===== src/rtl/bw_io_dtl_drv_seq.sv =====
// Drive-leg sequencer for one DTL pad: break-before-make sequencing of the
// pull-up and pull-down legs, plus a 2-bit boundary-scan capture/shift/update path.
module bw_io_dtl_drv_seq #(
    parameter int DEAD_CYC = 2,
    parameter int CNT_W    = 3
) (
    input  logic clk,
    input  logic rst_l,
    input  logic oe,
    input  logic data,
    input  logic term_en,
    input  logic bs_mode,
    input  logic bs_capture,
    input  logic bs_shift,
    input  logic bs_update,
    input  logic bs_si,
    output logic bs_so,
    input  logic intest_oe,
    input  logic intest_d,
    output logic q_up_pad,
    output logic q_dn_pad,
    output logic q25_dn_pad,
    output logic busy
);

    // State encoding equals the leg pattern {q_up_pad, q_dn_pad, q25_dn_pad},
    // so the pad legs come straight off flops with no decode glitches.
    typedef enum logic [2:0] {
        ST_OFF  = 3'b011,
        ST_TERM = 3'b010,
        ST_DRV1 = 3'b111,
        ST_DRV0 = 3'b000
    } leg_t;

    leg_t             state_q;
    logic [CNT_W-1:0] cnt_q;
    logic             busy_q;
    logic [1:0]       sr_q;
    logic [1:0]       upd_q;

    logic eoe_s;
    logic ed_s;
    leg_t target_s;
    logic conflict_s;

    // Effective request, leg target and conflict detection.
    always_comb begin
        eoe_s      = 1'b0;
        ed_s       = 1'b0;
        target_s   = ST_OFF;
        conflict_s = 1'b0;
        if (bs_mode) begin
            eoe_s = upd_q[1];
            ed_s  = upd_q[0];
        end else begin
            eoe_s = oe;
            ed_s  = data;
        end
        case ({eoe_s, ed_s, term_en})
            3'b110, 3'b111: target_s = ST_DRV1;
            3'b100, 3'b101: target_s = ST_DRV0;
            3'b001, 3'b011: target_s = ST_TERM;
            default:        target_s = ST_OFF;
        endcase
        // Pull-up against either pull-down leg must pass through OFF.
        if ((state_q == ST_DRV1) && ((target_s == ST_DRV0) || (target_s == ST_TERM))) begin
            conflict_s = 1'b1;
        end else if (((state_q == ST_DRV0) || (state_q == ST_TERM)) && (target_s == ST_DRV1)) begin
            conflict_s = 1'b1;
        end else begin
            conflict_s = 1'b0;
        end
    end

    // Leg FSM with dead-time counter.
    always_ff @(posedge clk) begin
        if (!rst_l) begin
            state_q <= ST_OFF;
            cnt_q   <= {CNT_W{1'b0}};
            busy_q  <= 1'b0;
        end else if (busy_q) begin
            if (cnt_q == {CNT_W{1'b0}}) begin
                busy_q  <= 1'b0;
                state_q <= target_s;
            end else begin
                cnt_q   <= cnt_q - CNT_W'(1);
                state_q <= ST_OFF;
            end
        end else if (target_s == state_q) begin
            state_q <= state_q;
        end else if (conflict_s) begin
            state_q <= ST_OFF;
            cnt_q   <= CNT_W'(DEAD_CYC - 1);
            busy_q  <= 1'b1;
        end else begin
            state_q <= target_s;
        end
    end

    // Boundary-scan shift and update registers; update copies the pre-edge sr.
    always_ff @(posedge clk) begin
        if (!rst_l) begin
            sr_q  <= 2'b00;
            upd_q <= 2'b00;
        end else begin
            if (bs_capture) begin
                sr_q <= {intest_oe, intest_d};
            end else if (bs_shift) begin
                sr_q <= {sr_q[0], bs_si};
            end else begin
                sr_q <= sr_q;
            end
            if (bs_update) begin
                upd_q <= sr_q;
            end else begin
                upd_q <= upd_q;
            end
        end
    end

    assign q_up_pad   = state_q[2];
    assign q_dn_pad   = state_q[1];
    assign q25_dn_pad = state_q[0];
    assign busy       = busy_q;
    assign bs_so      = sr_q[1];

endmodule


===== config.mk =====
export PLATFORM = sky130hd
export DESIGN_NAME = bw_io_dtl_drv_seq
export DESIGN_NICKNAME = d
export VERILOG_FILES = /design/src/rtl/bw_io_dtl_drv_seq.sv
export SDC_FILE = /design/constraint.sdc
export NUM_CORES = 1
export LEC_CHECK = 0
export BUFFER_PORTS_ARGS = -buffer_cell sky130_fd_sc_hd__buf_4
export CORE_MARGIN = 10
export CORE_UTILIZATION = 37
export DETAILED_ROUTE_END_ITERATION = 7
export GPL_TIMING_DRIVEN = 0
export PLACE_DENSITY = 0.65
export SLEW_MARGIN = 20
export SYNTH_ARGS = -nofsm -noshare
export SYNTH_HDL_FRONTEND = slang
export SYNTH_SLANG_ARGS = --single-unit

===== constraint.sdc =====
create_clock -name clk -period 1.46 [get_ports clk]
set_input_delay 0.219 -clock clk [delete_from_list [all_inputs] [get_ports clk]]
set_output_delay 0.219 -clock clk [all_outputs]
set_load 0.03 [all_outputs]

-- Yosys cells after proc, flatten, opt, wreduce, memory -nomap -nowiden
Cells that the tools add are included.
- bits in registers: 11
- input port bits: 12
- add/subtract/negate cells: 1
- equal/unequal tests: 13
- multiplexer cells: 19
- reductions and logical operators: 13
- operators by type and width (operator ; number):
    $mux W3 ; 8
    $eq A3 B3 Y1 const B ; 6
    $eq A3 B2 Y1 const B ; 3
    $logic_not A3 Y1 ; 3
    $pmux W3 S3 ; 1
    $mux W1 ; 8
    $reduce_or A2 Y1 ; 3
    $mux W2 ; 2
    $ne A2 B2 Y1 const B ; 2
    $reduce_bool A2 Y1 ; 2
    $eq A3 B1 Y1 const B ; 1
    $eq A3 B3 Y1 ; 1
    $reduce_and A3 Y1 ; 1
    $sub A3 B1 Y3 const B ; 1
    $logic_and A1 B1 Y1 ; 2
    $logic_or A1 B1 Y1 ; 2

-- Longest topological paths before layout
Gate-level depths: netlist (run 1).
- word-level depth: 11
- gate-level depth with buffers: 7

-- Worst setup path before layout (run 1)
Ideal clock, no wire load.
- path kind: register to register
- start point: reg upd_q[1]
- end point: reg state_q[0]
- setup time: 0.134 ns
- arrival time: 1.264 ns
- path slack: 0.062 ns
- cell stages (with the launch flop): 5
- clock period less this slack: 1.398 ns
- path through: dfxtp_1 -> mux2_1 -> o211a_1 -> a211oi_1 -> nand3_1
- word-level cells in the longest chain between the ends: 11
- elaborated cells on any way between the ends: 25
- those cells by class: 10 x eq/ne; 8 x mux; 7 x reduce/logical
- RTL lines (element ; line ; source):
    start, declared ; 39 ; logic [1:0] upd_q;
    start signal, assigned ; 114 ; upd_q <= sr_q;
    start signal, assigned ; 116 ; upd_q <= upd_q;
    $mux W1 (*) ; 52 ; if (bs_mode) begin
    $eq A3 B1 Y1, or another cell as far along ; 59 ; case ({eoe_s, ed_s, term_en})
    $reduce_or A2 Y1 ; 59 ;
    $pmux W3 S3 (*) ; 59 ;
    $eq A3 B3 Y1, or another cell as far along ; 68 ; end else if (((state_q == ST_DRV0) || (state_q == ST_TERM)) && (target_s == ST_DRV1)) begin
    $logic_and A1 B1 Y1 / $logic_or A1 B1 Y1 (equally long branches) ; 68, 66 ;
    $mux W1 / $logic_and A1 B1 Y1 (equally long branches) ; 68, 66 ;
    $mux W1 ; 66 ; if ((state_q == ST_DRV1) && ((target_s == ST_DRV0) || (target_s == ST_TERM))) begin
    $mux W3 ; 91 ; end else if (conflict_s) begin
    $mux W3 ; 89 ; end else if (target_s == state_q) begin
    $mux W3 ; 81 ; end else if (busy_q) begin
    end signal, assigned ; 84 ; state_q <= target_s;
    end signal, assigned ; 90 ; state_q <= state_q;
    end signal, assigned ; 96 ; state_q <= target_s;
    end, declared ; 35 ; leg_t state_q;
Mark *: on every way between the ends. The rest lies on a longest branch, timed or not. The select of a mux whose other input is x is not followed.
A chain may end at the register's enable or synchronous reset.

-- Final worst setup path (run 1)
- start point: reg upd_q[1]
- end point: reg cnt_q[1]
- word-level cells in the longest chain between the ends: 10
- elaborated cells on any way between the ends: 23
- those cells by class: 10 x eq/ne; 4 x mux; 9 x reduce/logical
- RTL lines (element ; line ; source):
    $mux W1 (*) ; 52 ;
    $eq A3 B1 Y1, or another cell as far along ; 59 ;
    $reduce_or A2 Y1 ; 59 ;
    $pmux W3 S3 (*) ; 59 ;
    $eq A3 B3 Y1, or another cell as far along ; 68 ;
    $logic_and A1 B1 Y1 / $logic_or A1 B1 Y1 (equally long branches) ; 68, 66 ;
    $mux W1 / $logic_and A1 B1 Y1 (equally long branches) ; 68, 66 ;
    $mux W1 ; 66 ;
    $reduce_bool A2 Y1 (no line) ; - ;
    $reduce_and A3 Y1 (no line) (*) ; - ;
    end signal, assigned ; 79 ; cnt_q <= {CNT_W{1'b0}};
    end signal, assigned ; 86 ; cnt_q <= cnt_q - CNT_W'(1);
    end signal, assigned ; 93 ; cnt_q <= CNT_W'(DEAD_CYC - 1);
    end, declared ; 36 ; logic [CNT_W-1:0] cnt_q;
Mark *: on every way between the ends. The rest lies on a longest branch, timed or not.

==> flow_metrics.env, run 1 <==
export IMPL_status="completed"
export IMPL_syn_nets=71
export IMPL_numPortBuffers=16
export IMPL_drt_iter0_markers=8
export IMPL_finalHoldViolCount=0
export IMPL_slew_viol_final=0
export IMPL_cap_violations=0
export IMPL_grt_overflow_total=0
export IMPL_synth_cell_types=20
export IMPL_rsz0062_at_grt="true"
export IMPL_clockBufferDepth=2
export IMPL_pin_count=17
export IMPL_vias_per_cell=5.08
export IMPL_wl_per_cell_um=13.1
export IMPL_grt_pass1_vias=467
export IMPL_tightestPinTransition_ns=0.372
export IMPL_ys_ff_latch=11
export IMPL_drt_total_wl_um=1210
export IMPL_final_nets=92
export IMPL_coreArea_um2=1320
export IMPL_synth_area_leaders="dfxtp_1, mux2i_1, nand3b_1, ha_1, nor2b_1"
export IMPL_clk_latency_ns=0.27
export IMPL_drt_pass1_iterations=4
export IMPL_post_route_period_util_pct=97.4
export IMPL_syn2layout_area_growth_pct=43.5
export IMPL_dr_total_vias=467
export IMPL_power_density_nw_per_um2=838
export IMPL_grt_max_degree=11
export IMPL_leakagePower_nw=0.319
export IMPL_die_w_um=57.6
export IMPL_skew_ns=0.0141
export IMPL_grt_pass1_wl_um=2040
export IMPL_critPathCaptureType="flip-flop"
export IMPL_path_delay_family="compound AO/OA/AOI/OAI gates"
export IMPL_cp_data_required_time_ns=1.63
export IMPL_place_hpwl_um=936
export IMPL_start_util_pct=39.7
export IMPL_grt_use_total_pct=7.55
export IMPL_cts_tree="yes"
export IMPL_final_common_cell="buf_4"
export IMPL_crit_path_max_incr_delay_ns=0.34
export IMPL_holdBufCountCts=0
export IMPL_place_congestion=0.737
export IMPL_slew_headroom_pct=75.2
export IMPL_synth_cells=57
export IMPL_detail_route_antenna_nets=0
export IMPL_synth_area_per_cell_um2=9.18
export IMPL_drc=0
export IMPL_diodes=0
export IMPL_cpMaxStageDelayCell="dfxtp_2"
export IMPL_dpl_cell_area_um2=662
export IMPL_clockRootBuffer="clkbuf_4"
export IMPL_power_w=0.000629
export IMPL_peakVddDrop_v=0.000540
export IMPL_syn_cell_area_um2=523
export IMPL_fp_dieH_um=57.6
export IMPL_antenna_found_initial=0
export IMPL_rows=13
export IMPL_clkTransAtPathRegs_ns=0.08
export IMPL_dieArea_um2=3320
export IMPL_post_route_cell_area_um2=751
export IMPL_min_period_ns=1.42
export IMPL_layout_drive_gt1_share_pct=36.4
export IMPL_path_class="reg2reg"
export IMPL_post_cts_setup_buffers=0
export IMPL_numCtsBuffers=3
export IMPL_min_path_type="in2reg"
export IMPL_synth_top_cell_area_share_pct=42.1
export IMPL_worst_path_max_fanout=4
export IMPL_path_cells="mux2_4 -> o211a_4 -> and2_4 -> o41ai_2"
export IMPL_yosys_warnings=0
export IMPL_clock_sinks=11
export IMPL_htreeDepth=1
export IMPL_startpoint_type="flip-flop"
export IMPL_critical_path_arrival_ns=1.59
export IMPL_ys_seq_area_share_pct=42.1
export IMPL_reg2reg_slack_ns=0.04
export IMPL_setup_violations_final=0
export IMPL_cp_num_buf_inv=0
export IMPL_synth_largest_area_cell="dfxtp_1"
export IMPL_max_freq_mhz=703
export IMPL_final_cell_mix="buf_4, dfxtp_1, nand2_1, nand3b_1"
==> per-stage QoR <==
stage                     instances  utilization [%]  setup TNS, ns  hold WS, ns  setup WS, ns
final                            92             57.0              0        0.222        0.0378
after global routing             92             57.0        -0.0416        0.227       -0.0222
after CTS                        92             53.9       -0.00254        0.215      -0.00254
after detailed placement         88             50.2         -0.504        0.448        -0.133
after global placement           88             50.2         -0.480        0.448        -0.126
after floorplan                  57                -              0        0.361        0.0623
==> sequential cells by signal, indices dropped and copies added, names as in the netlist <==
register / flops
cnt_q: 3
upd_q: 2
sr_q: 2
busy: 1
state_q: 3
==> logic make-up (layout without fill, tap and decap cells) <==
group / Yosys count / in the layout / synth area share [%]
AO/OA/AOI/OAI: 10 / 10 / 12.4
adder cells (fa/ha/maj): 2 / 2 / 4.78
buffers and inverters: 5 / 25 / 3.59
flip-flops: 11 / 11 / 42.1
multiplexers: 5 / 5 / 9.81
AND/OR/NAND/NOR: 24 / 24 / 27.3
==> tightest hold or removal path, stage by stage <==
cell      delay, ns
buf_4          0.12
nand3b_1       0.07
a21oi_1        0.04
==> power by group <==
group          internal (W)  switching, W  total (W)
registers          0.000312    0.00000791   0.000320
clock network      0.000106     0.0000991   0.000205
logic             0.0000554     0.0000495   0.000105
==> cells in the mapped netlist <==
| cell type | n |
|---|---|
| o41ai_1 | 2 |
| nor2b_1 | 4 |
| clkbuf_1 | 1 |
| a211oi_1 | 1 |
| nand3_1 | 3 |
| or3_1 | 1 |
| and2_4 | 1 |
| inv_1 | 4 |
| mux2i_1 | 4 |
| dfxtp_1 | 11 |
| nand4b_1 | 1 |
| and2_1 | 2 |
| o21ai_0 | 3 |
| nand3b_1 | 5 |
| a21oi_1 | 3 |
| nand2b_1 | 1 |
| o211a_1 | 1 |
| ha_1 | 2 |
| nand2_1 | 6 |
| mux2_1 | 1 |
==> timing repair <==
item                                    4_1_cts  5_1_grt
gates resized for setup                       4        7
endpoints found under the setup margin        6        6
pin swaps                                     0        2
==> worst paths after layout <==
kind | start | to | depth (start not counted)
max | upd_q[1]$_SDFFE_PN0P_ | cnt_q[1]$_SDFFE_PN0P_ | 4
min | rst_l | state_q[2]$_SDFFE_PN0P_ | 3
max reg2reg | upd_q[1]$_SDFFE_PN0P_ | cnt_q[1]$_SDFFE_PN0P_ | 4
min reg2reg | cnt_q[1]$_SDFFE_PN0P_ | cnt_q[1]$_SDFFE_PN0P_ | 2
==> layout make-up <==
type                       instances  area, µm²
fill                             121        567
multi-input combinational         41        345
sequential                        11        221
timing repair buffer              16        120
clock buffer                       4       26.3
tap                               15       18.8
inverter                           4       15.0
buffer                             1       3.75
==> metal layers <==
metal / vias up / track usage (%) / share of wire, %
met3: 2 / 4.87 / 6.8
met4: 0 / 2.01 / 0.58
li1: 241 / - / -
met1: 212 / 8.24 / 44
met2: 12 / 11.8 / 48
met5: - / 0 / 0
Note: power is estimated with default switching activity, not from simulation.
==> run 2: changes to the inputs <==
--- a/config.mk
+++ b/config.mk
@@ -10,7 +10,7 @@
 export CORE_UTILIZATION = 37
 export DETAILED_ROUTE_END_ITERATION = 7
 export GPL_TIMING_DRIVEN = 0
-export PLACE_DENSITY = 0.65
+export PLACE_DENSITY = 0.62
 export SLEW_MARGIN = 20
 export SYNTH_ARGS = -nofsm -noshare
 export SYNTH_HDL_FRONTEND = slang
==> constraint.sdc (replaced) <==
create_clock -name clk -period 1.44 [get_ports clk]
set_input_delay 0.216 -clock clk [delete_from_list [all_inputs] [get_ports clk]]
set_output_delay 0.216 -clock clk [all_outputs]
set_load 0.03 [all_outputs]
==> flow_metrics.env, run 2 (synthesis gave the netlist of run 1 again) <==
export IMPL_cp_startpoint="upd_q[1]$_SDFFE_PN0P_"
export IMPL_vias_per_cell=5.04
export IMPL_max_freq_mhz=733
export IMPL_min_path_type="in2reg"
export IMPL_clk_latency_ns=0.28
export IMPL_syn2layout_area_growth_pct=44.3
export IMPL_power_w=0.000656
export IMPL_reg2reg_slack_ns=0.07
export IMPL_post_route_cell_area_um2=754
export IMPL_numCtsBuffers=3
export IMPL_start_util_pct=39.7
export IMPL_clockRootBuffer="clkbuf_4"
export IMPL_drt_iter0_markers=5
export IMPL_grt_max_degree=11
export IMPL_leakagePower_nw=0.325
export IMPL_cp_data_required_time_ns=1.58
export IMPL_cp_num_buf_inv=0
export IMPL_rows=13
export IMPL_min_from="rst_l"
export IMPL_dr_total_vias=474
export IMPL_power_density_nw_per_um2=870
export IMPL_htreeDepth=1
export IMPL_r2r_cells=4
export IMPL_diodes=0
export IMPL_place_congestion=0.721
export IMPL_dieArea_um2=3320
export IMPL_final_common_cell="buf_4"
export IMPL_critPathCaptureType="flip-flop"
export IMPL_cap_violations=0
export IMPL_critPathCapture="state_q[0]$_SDFFE_PN1P_"
export IMPL_drt_pass1_iterations=4
export IMPL_setup_violations_final=0
export IMPL_hold_slack_ns=0.206
export IMPL_tightestPinTransition_ns=0.380
export IMPL_worst_path_max_fanout=4
export IMPL_path_delay_family="compound AO/OA/AOI/OAI gates"
export IMPL_rr_startpoint="upd_q[1]$_SDFFE_PN0P_"
export IMPL_layout_drive_gt1_share_pct=38.0
export IMPL_drc=0
export IMPL_path_depth=4
export IMPL_cpMaxStageDelayCell="dfxtp_2"
export IMPL_post_route_period_util_pct=94.8
export IMPL_rsz0062_at_grt="false"
export IMPL_top_regs="cnt_q x3, state_q x3"
export IMPL_grt_pass1_wl_um=2160
export IMPL_slew_viol_final=0
export IMPL_grt_pass1_vias=470
export IMPL_path_class="reg2reg"
export IMPL_startpoint_type="flip-flop"
export IMPL_slew_headroom_pct=74.6
export IMPL_status="completed"
export IMPL_wl_per_cell_um=14.1
export IMPL_dpl_cell_area_um2=662
export IMPL_crit_path_max_incr_delay_ns=0.33
export IMPL_cts_tree="yes"
export IMPL_drt_total_wl_um=1320
export IMPL_final_cell_mix="buf_4, dfxtp_1, nand2_1, nand3b_1"
export IMPL_final_nets=94
export IMPL_clkTransAtPathRegs_ns=0.08
export IMPL_detail_route_antenna_nets=0
export IMPL_grt_use_total_pct=8.30
export IMPL_r2r_end="state_q[0]$_SDFFE_PN1P_"
export IMPL_clockBufferDepth=2
export IMPL_numPortBuffers=16
export IMPL_peakVddDrop_v=0.000673
export IMPL_path_cells="mux2_4 -> o211a_4 -> a211oi_4 -> nand3_1"
export IMPL_grt_overflow_total=0
export IMPL_critical_path_arrival_ns=1.51
export IMPL_min_period_ns=1.37
export IMPL_pin_count=17
export IMPL_coreArea_um2=1320
export IMPL_antenna_found_initial=0
export IMPL_finalHoldViolCount=0
export IMPL_skew_ns=0.00523
export IMPL_fp_dieH_um=57.6
export IMPL_clock_sinks=11
export IMPL_die_w_um=57.6
==> run 2: cell count changes in the layout (fill, tap and decap cells not counted), sizes merged <==
cell  delta
buf      +2
==> run 2: how the worst min path moves through the flow <==
| stage | end | slack, ns | cells after the start |
|---|---|---|---|
| detailed placement | cnt_q[2]$_SDFFE_PN0P_ | 0.45 | 2 |
| floorplan | state_q[2]$_SDFFE_PN0P_ | 0.36 | 2 |
| finish | state_q[2]$_SDFFE_PN0P_ | 0.21 | 3 |
| global route | state_q[2]$_SDFFE_PN0P_ | 0.22 | 3 |
| global placement | cnt_q[1]$_SDFFE_PN0P_ | 0.45 | 2 |
| CTS | state_q[2]$_SDFFE_PN0P_ | 0.21 | 3 |
==> run 2: routing by layer <==
metal	global-route usage (%)	wire length, µm	vias to the layer above
met1	9.61	633	217
met5	0	0	-
met3	4.42	84	2
li1	-	-	245
met2	11.7	584	10
met4	5.03	21	0
==> run 2: layout make-up <==
class	count	area, µm²
repair buffers	18	135
flip-flops and latches	11	221
multi-input cells	41	334
inverters	4	15.0
fillers	128	563
well taps	15	18.8
plain buffers	1	3.75
clock buffers	4	26.3
==> run 2: timing repair <==
item	4_1_cts	5_1_grt
setup buffers	2	0
setup endpoints to repair	6	7
gates resized for setup	6	4
hold buffers	0	0
pin swaps	1	2
==> run 2: power by group <==
group / internal [W] / switching [W] / total [W]
combinational: 0.0000602 / 0.0000513 / 0.000112
sequential: 0.000316 / 0.00000856 / 0.000324
clock: 0.000108 / 0.000113 / 0.000221
total: 0.000484 / 0.000173 / 0.000656
==> run 2: stage by stage <==
| step | setup WS, ns | TNS, ns | util (%) | std cells |
|---|---|---|---|---|
| finish | 0.0749 | 0 | 57.3 | 94 |
| floorplan | 0.0423 | 0 | - | 57 |
| global route | 0.00298 | 0 | 57.3 | 94 |
| detailed placement | -0.174 | -0.719 | 50.2 | 88 |
| global placement | -0.187 | -0.759 | 50.2 | 88 |
| CTS | 0.0188 | 0 | 55.5 | 94 |
==> run 2: worst register-to-register path: stages, from the launching register on <==
cell      delay, ns
dfxtp_2        0.33
mux2_4         0.26
o211a_4        0.27
a211oi_4       0.27
nand3_1        0.10
